===== config.mk =====
export PLATFORM = sky130hd
export DESIGN_NAME = avmm_master_rw8
export DESIGN_NICKNAME = d
export VERILOG_FILES = /design/src/rtl/avmm_master_rw8.sv
export SDC_FILE = /design/constraint.sdc
export NUM_CORES = 1
export LEC_CHECK = 0
export BUFFER_PORTS_ARGS = -buffer_cell sky130_fd_sc_hd__buf_2
export CORE_MARGIN = 2
export CORE_UTILIZATION = 30
export DETAILED_ROUTE_END_ITERATION = 12
export PLACE_DENSITY = 0.55
export SLEW_MARGIN = 40
export SYNTH_ARGS = -nofsm -noshare
export SYNTH_HDL_FRONTEND = slang
export SYNTH_SLANG_ARGS = --single-unit

===== constraint.sdc =====
create_clock -name csi_MCLK_clk -period 2.75 [get_ports csi_MCLK_clk]
set_input_delay 0.4125 -clock csi_MCLK_clk [delete_from_list [all_inputs] [get_ports csi_MCLK_clk]]
set_output_delay 0.4125 -clock csi_MCLK_clk [all_outputs]
set_load 0.005 [all_outputs]

===== src/rtl/avmm_master_rw8.sv =====
// Avalon-MM initiator for 8-bit waitrequest slaves: one command becomes N single
// transfers, each answered by one response pulse, with a per-beat stall timeout.
module avmm_master_rw8 #(
  parameter int ADDR_W  = 6,
  parameter int DATA_W  = 8,
  parameter int CNT_W   = 5,
  parameter int TIMEOUT = 63
) (
  input  logic              csi_MCLK_clk,
  input  logic              rsi_MRST_reset,
  input  logic              cmd_valid,
  output logic              cmd_ready,
  input  logic              cmd_write,
  input  logic [ADDR_W-1:0] cmd_address,
  input  logic [DATA_W-1:0] cmd_wdata,
  input  logic [CNT_W-1:0]  cmd_count,
  input  logic              cmd_incr,
  output logic              rsp_valid,
  output logic [DATA_W-1:0] rsp_data,
  output logic              rsp_last,
  output logic              rsp_timeout,
  output logic              busy,
  output logic [ADDR_W-1:0] avm_test_address,
  output logic [DATA_W-1:0] avm_test_writedata,
  input  logic [DATA_W-1:0] avm_test_readdata,
  output logic              avm_test_write,
  output logic              avm_test_read,
  input  logic              avm_test_waitrequest
);

  typedef enum logic [1:0] {IDLE, ACCESS, GAP} state_t;

  state_t            state, state_n;
  logic [ADDR_W-1:0] base, base_n, addr_n;
  logic [DATA_W-1:0] seed, seed_n, wdata_n, rsp_data_n;
  logic [CNT_W-1:0]  count, count_n, k, k_n;
  logic              incr, incr_n, is_write, is_write_n;
  logic [7:0]        wait_cnt, wait_cnt_n;
  logic              rd_n, wr_n, rsp_valid_n, rsp_last_n, rsp_timeout_n;
  logic              ready_n, busy_n;

  always_ff @(posedge csi_MCLK_clk) begin
    if (rsi_MRST_reset) begin
      state              <= IDLE;
      base               <= '0;
      seed               <= '0;
      count              <= '0;
      k                  <= '0;
      incr               <= 1'b0;
      is_write           <= 1'b0;
      wait_cnt           <= '0;
      cmd_ready          <= 1'b0;
      busy               <= 1'b0;
      rsp_valid          <= 1'b0;
      rsp_data           <= '0;
      rsp_last           <= 1'b0;
      rsp_timeout        <= 1'b0;
      avm_test_address   <= '0;
      avm_test_writedata <= '0;
      avm_test_read      <= 1'b0;
      avm_test_write     <= 1'b0;
    end else begin
      state              <= state_n;
      base               <= base_n;
      seed               <= seed_n;
      count              <= count_n;
      k                  <= k_n;
      incr               <= incr_n;
      is_write           <= is_write_n;
      wait_cnt           <= wait_cnt_n;
      cmd_ready          <= ready_n;
      busy               <= busy_n;
      rsp_valid          <= rsp_valid_n;
      rsp_data           <= rsp_data_n;
      rsp_last           <= rsp_last_n;
      rsp_timeout        <= rsp_timeout_n;
      avm_test_address   <= addr_n;
      avm_test_writedata <= wdata_n;
      avm_test_read      <= rd_n;
      avm_test_write     <= wr_n;
    end
  end

  // Every output is registered, so this block computes the value each output
  // takes in the cycle following the current edge.
  always_comb begin
    state_n       = state;
    base_n        = base;
    seed_n        = seed;
    count_n       = count;
    k_n           = k;
    incr_n        = incr;
    is_write_n    = is_write;
    wait_cnt_n    = wait_cnt;
    ready_n       = cmd_ready;
    busy_n        = busy;
    rsp_valid_n   = 1'b0;
    rsp_data_n    = '0;
    rsp_last_n    = 1'b0;
    rsp_timeout_n = 1'b0;
    addr_n        = avm_test_address;
    wdata_n       = avm_test_writedata;
    rd_n          = avm_test_read;
    wr_n          = avm_test_write;

    case (state)
      IDLE: begin
        ready_n = 1'b1;
        busy_n  = 1'b0;
        if (cmd_valid && cmd_ready) begin
          base_n     = cmd_address;
          seed_n     = cmd_wdata;
          count_n    = cmd_count;
          incr_n     = cmd_incr;
          is_write_n = cmd_write;
          k_n        = '0;
          wait_cnt_n = '0;
          addr_n     = cmd_address;
          wdata_n    = cmd_wdata;
          wr_n       = cmd_write;
          rd_n       = ~cmd_write;
          ready_n    = 1'b0;
          busy_n     = 1'b1;
          state_n    = ACCESS;
        end
      end

      ACCESS: begin
        if (!avm_test_waitrequest) begin
          rd_n        = 1'b0;
          wr_n        = 1'b0;
          rsp_valid_n = 1'b1;
          rsp_data_n  = is_write ? '0 : avm_test_readdata;
          rsp_last_n  = (k == count);
          if (k == count) begin
            ready_n = 1'b1;
            busy_n  = 1'b0;
            state_n = IDLE;
          end else begin
            k_n     = k + CNT_W'(1);
            state_n = GAP;
          end
        end else if (wait_cnt == 8'(TIMEOUT - 1)) begin
          // This stall cycle is the TIMEOUT-th one: abort and drop remaining beats.
          rd_n          = 1'b0;
          wr_n          = 1'b0;
          rsp_valid_n   = 1'b1;
          rsp_last_n    = 1'b1;
          rsp_timeout_n = 1'b1;
          ready_n       = 1'b1;
          busy_n        = 1'b0;
          state_n       = IDLE;
        end else begin
          wait_cnt_n = wait_cnt + 8'd1;
        end
      end

      GAP: begin
        wait_cnt_n = '0;
        addr_n     = incr ? base + ADDR_W'(k) : base;
        wdata_n    = seed + DATA_W'(k);
        wr_n       = is_write;
        rd_n       = ~is_write;
        state_n    = ACCESS;
      end

      default: state_n = IDLE;
    endcase
  end

endmodule


Word-level counts from Yosys, hierarchy flattened

Cells that the tools add are included.

Output and inout port bits: 29
Word-level logic and storage cells: 88
Flip-flop bits (word level): 65
Input port bits: 33

Muxes and demuxes: 36
Reduce and logical (&&, ||, !) cells: 15
Equal/unequal tests: 11
Bitwise operators: 4
$add $sub $neg: 4

Operator list:

| cell                                                             | number |
|---|---|
| 8-bit 2-to-1 mux                                                 | 4 |
| 8-bit case mux with 3 select lines                               | 1 |
| 8-bit case mux with 2 select lines                               | 1 |
| 5-bit 2-to-1 mux                                                 | 3 |
| 1-bit 2-to-1 mux                                                 | 14 |
| 6-bit 2-to-1 mux                                                 | 2 |
| 6-bit case mux with 2 select lines                               | 1 |
| 2-bit inequality test (second input constant)                    | 5 |
| 5-bit case mux with 2 select lines                               | 1 |
| 8-bit by 1-bit adder with 8-bit output (second input constant)   | 1 |
| 8-bit by 5-bit adder with 8-bit output                           | 1 |
| 8-bit by 6-bit == test with 1-bit output (second input constant) | 1 |
| 2-bit 2-to-1 mux                                                 | 4 |
| 4-bit AND reduction                                              | 2 |
| 6-bit by 5-bit adder with 6-bit output                           | 1 |
| 3-bit inequality test (second input constant)                    | 2 |
| 1-bit case mux with 3 select lines                               | 2 |
| 2-bit case mux with 3 select lines                               | 1 |
| 2-bit AND reduction                                              | 3 |
| 3-bit AND reduction                                              | 2 |
| 5-bit by 1-bit adder with 5-bit output (second input constant)   | 1 |
| 5-bit == test                                                    | 1 |
| 1-bit inverter                                                   | 4 |
| 1-bit case mux with 2 select lines                               | 2 |
| other kinds (9)                                                  | 10 |

Logic depth before layout (Yosys ltp)

Word-level depth: 4
Gate-level depth with buffers: 8
Depth with buffers taken out: 8

Worst setup path before layout

No wires, ideal clock.

Kind: register -> register
Start point: register k[0]
End point: register avm_test_writedata[6]
Clock period less this slack: 1.900 ns
Cell stages (with the launch flop): 9
Library setup time: 0.132 ns
Data required time: 2.618 ns
Data arrival time: 1.768 ns
Setup slack: 0.850 ns
Path buffers: 0
Cells stage by stage: dfxtp_1 -> ha_1 -> inv_1 -> fa_1 -> nor2b_1 -> o2111a_1 -> o21ai_0 -> a311oi_1 -> nor3_1

Cells in the longest elaborated chain, start to end: 2

Ends and longest elaborated chain:

| what                                   | line | text |
|---|---|---|
| start: declaration                     | 36   | `logic [CNT_W-1:0] count, count_n, k, k_n;` |
| start signal: assignment               | 67   | `k <= k_n;` |
| 8-bit by 5-bit adder with 8-bit output | 161  | `wdata_n = seed + DATA_W'(k);` |
| 8-bit case mux with 2 select lines     | 106  | `case (state)` |
| end signal: assignment                 | 78   | `avm_test_writedata <= wdata_n;` |
| end: declaration                       | 24   | `output logic [DATA_W-1:0] avm_test_writedata,` |

Every way passes these cells.
A chain may end at the register's enable or synchronous reset.

Worst setup path in the final report

Ends and elaborated chain as after synthesis.

==> results.md <==
- CP startpoint kind: register
- Largest net degree at the start of global routing: 48
- Total number of yosys warnings: 0
- Die H: 108 um
- Hold Path Class: input port to register
- First-pass GRT wire length: ~13 mm
- Reg clk slew, reported paths: 0.06 ns
- Final setup vio count: 0
- Worst Skew: between 0.006 and 0.007 ns
- Worst Path Required: between 2 and 3 ns
- Critical Path Sink Type: register
- Vias in the first global route: 2,723
- Vias per cell: between 4 and 5
- GR Overflow Total: 0
- Cts hold-fix bufs: 0
- Clk sink count: 65
- Post-CTS Setup Inserts: 0
- Worst Path Max Fanout: 7
- Final setup margin: a little under 0.6 ns
- Library cells used by synthesis: just over 50
- Max Cap Viol: 0
- Most frequent cells in the layout: dfxtp_1 (65), buf_2 (61), nand2_1 (59)
- Slew @ Worst Pin: 0.580 ns
- Post-synthesis net count: 443
- Sequential share of power: 42.6%
- Htree depth: 3
- Most common cell after layout, fill and taps aside: dfxtp_1
- WL/cell: roughly 14 um
- Highest clock rate: approximately 460 MHz
- I/O Buffers: 61
- Tcrit/Tclk final: 78.7%
- Die Footprint: 11,600 sq um
- Slew margin rel.: 61.3%
- Vias: around 2,900
- Syn Std Cell Area: 3240 sq um
- Outcome: finished, final reports clean
- Rows: 37
- Post-synthesis instance total: between 300 and 400
- Placer Congestion: 0.872
- Dpl hpwl: 6.03 mm
- Clock share of power: about a quarter
- Storage element area: 1300 sq um
- CTS tree: built
- Final wirelength: 8.15 mm
- P per Cell Area: between 700 and 800 nW/um^2
- Drc violations: 0
- Synth Register Bits: 65
- Comb power frac: 32.0%
- Core Area: 10,400 sq um
- Asr flop ratio synth: 0%
- Net Sw Frac: 35.6%
- Worst slack at placement: approximately 0.6 ns
- Synth-to-Final Area Change: 19.2%
- HP Start: avm_test_readdata[5]
- Static leakage: 1.56 nW
- Sw power: 0.993 mW
- Worst reg2reg path depth: 8
- Initial DRC Count: 115
- Post-route ant nets: 0
- Arrival @ worst endpoint: 2.38 ns
- Root Buffer: clkbuf_8
- Flop2flop setup slack: 0.58 ns
- Seq/Total Area, Yosys: 40.2%
- All-layer global routing usage: 15.1%
- Multi-input gate area: 1800 sq um
- Final Hold Viols: 0
- Int Power: 1.80 mW
- Clock buffer depth: 2
- PostCTS Resize Cnt: 0
- Antenna violations before repair: 0
- RSZ-0062 raised after global routing: false
- Primary FF master, synth: dfxtp_1
- IO Count: 62
- WHS Path Cells: 2
- Layout cells sized above 1: 18.5%
- Total CTS buffers: 9
- Latest clock arrival within the worst-skew pair: between 0.3 and 0.4 ns
- RR Endpoint: avm_test_writedata[6]
- Classification of the worst setup path: register to register
- Fin Setup TNS: 0 ns
- Post-synth EDFFs: 0
- Per-instance average area after synthesis: 8.28 sq um
- Nets@finish: around 500
- Fill cell count: approximately 1,100
- Worst Hold End: rsp_data[5]
- Slew Limit Fails: 0
- Max IR drop VDD: 0.225 mV
- Pre-antenna DRT Iters: 4
- Die W: 108 um
- Ant. Diodes: 0
- Worst r2r src: k[0]
- Starting Density: a little under a third
- Fin crit period: about 2.2 ns
[cells by family (layout without fill, tap and decap cells)]
kind of cell / after synthesis / count (layout) / share of synthesized area [%]
AND/OR/NAND/NOR: 149 / 149 / 22.1
flip-flops: 65 / 65 / 40.2
buffers and inverters: 35 / 99 / 4.14
XOR/XNOR: 14 / 14 / 3.79
AO/OA/AOI/OAI: 101 / 101 / 19.5
multiplexers: 8 / 8 / 2.51
adder cells (fa/ha/maj): 19 / 19 / 7.81
[synthesized netlist by cell type, types with 2 or more instances]
library cell  number  area (sq um)
buf_1              2          7.51
a211oi_1          12          90.1
o21ai_1            2          10.0
inv_1             17          63.8
o31ai_1            2          15.0
and4_1             2          17.5
and2_1             8          50.1
xor2_1             9          78.8
nor2_1            33           124
xnor2_1            5          43.8
nand3_1           11          55.1
a21boi_0           2          15.0
nor3_1             8          40.0
o21ai_0           19          95.1
mux2i_1            7          70.1
buf_2              2          10.0
nor4_1             2          12.5
o21a_1             2          15.0
nand3b_1           4          30.0
fa_1               2          40.0
a21oi_1           39           195
ha_1              17           213
nand2_1           59           221
nor2b_1            7          43.8
dfxtp_1           65          1300
clkbuf_1          14          52.6
a21o_1             2          15.0
a311oi_1           4          35.0
or3_1              4          25.0
a31oi_1            3          18.8
or4_1              2          15.0
o211ai_1           5          37.5
[routing by layer]
layer | GRT usage (%) | routed length, um
met2 | 23.2 | 3770
met4 | 9.25 | 289
met1 | 19.0 | 3750
met5 | 0 | 0
met3 | 3.51 | 342
[power groups by stage]
stage	combinational (mW)	clock, mW	sequential, mW
2_1_floorplan	0.606	0	1.20
3_5_place_dp	0.901	0	1.21
5_1_grt	1.01	0.784	1.21
4_1_cts	0.905	0.738	1.19
3_3_place_gp	0.896	0	1.21
6_report	0.893	0.710	1.19
[metrics by stage]
stage               power (mW)  util (%)  instance area (sq um)  hold slack [ns]  instances
floorplan                 1.80         -                   3240            0.441        391
global placement          2.10      35.5                   3690            0.437        577
detailed placement        2.11      35.5                   3690            0.443        577
CTS                       2.84      37.0                   3860            0.245        591
global route              3.01      37.0                   3860            0.252        591
finish                    2.79      37.0                   3860            0.259        591
[worst max-delay path, cell delays in order, from the launching register on]
cell and delay [ns]:
dfxtp_1 0.48, ha_1 0.25, inv_1 0.06, fa_1 0.38, nor2b_1 0.22, o2111a_1 0.22
o21ai_0 0.08, a311oi_1 0.27, nor3_1 0.07
[registers in the layout, indices dropped and copies added, names as in the netlist, 2 cells and up]
register,flops
avm_test_writedata,8
wait_cnt,8
k,5
count,5
rsp_data,8
seed,8
state,2
avm_test_address,6
base,6
[worst max path at each step]
stage | endpoint | slack (ns) | cells past startpoint | from
after global routing | avm_test_writedata[6] | 0.46 | 8 | k[0]
after CTS | avm_test_writedata[6] | 0.57 | 8 | k[0]
final | avm_test_writedata[6] | 0.58 | 8 | k[0]
after detailed placement | avm_test_writedata[6] | 0.60 | 8 | k[0]
after floorplan | avm_test_writedata[6] | 0.85 | 8 | k[0]
after global placement | avm_test_writedata[6] | 0.69 | 8 | k[0]
[cell type report]
type / count / share of cell area [%]
Sequential cell: 65 / 33.7
Clock buffer: 14 / 4.22
Timing Repair Buffer: 68 / 9.28
Tap cell: 136 / 4.41
Multi-Input combinational cell: 291 / 46.7
Inverter: 17 / 1.65
Power figures use the tool's default switching activity.
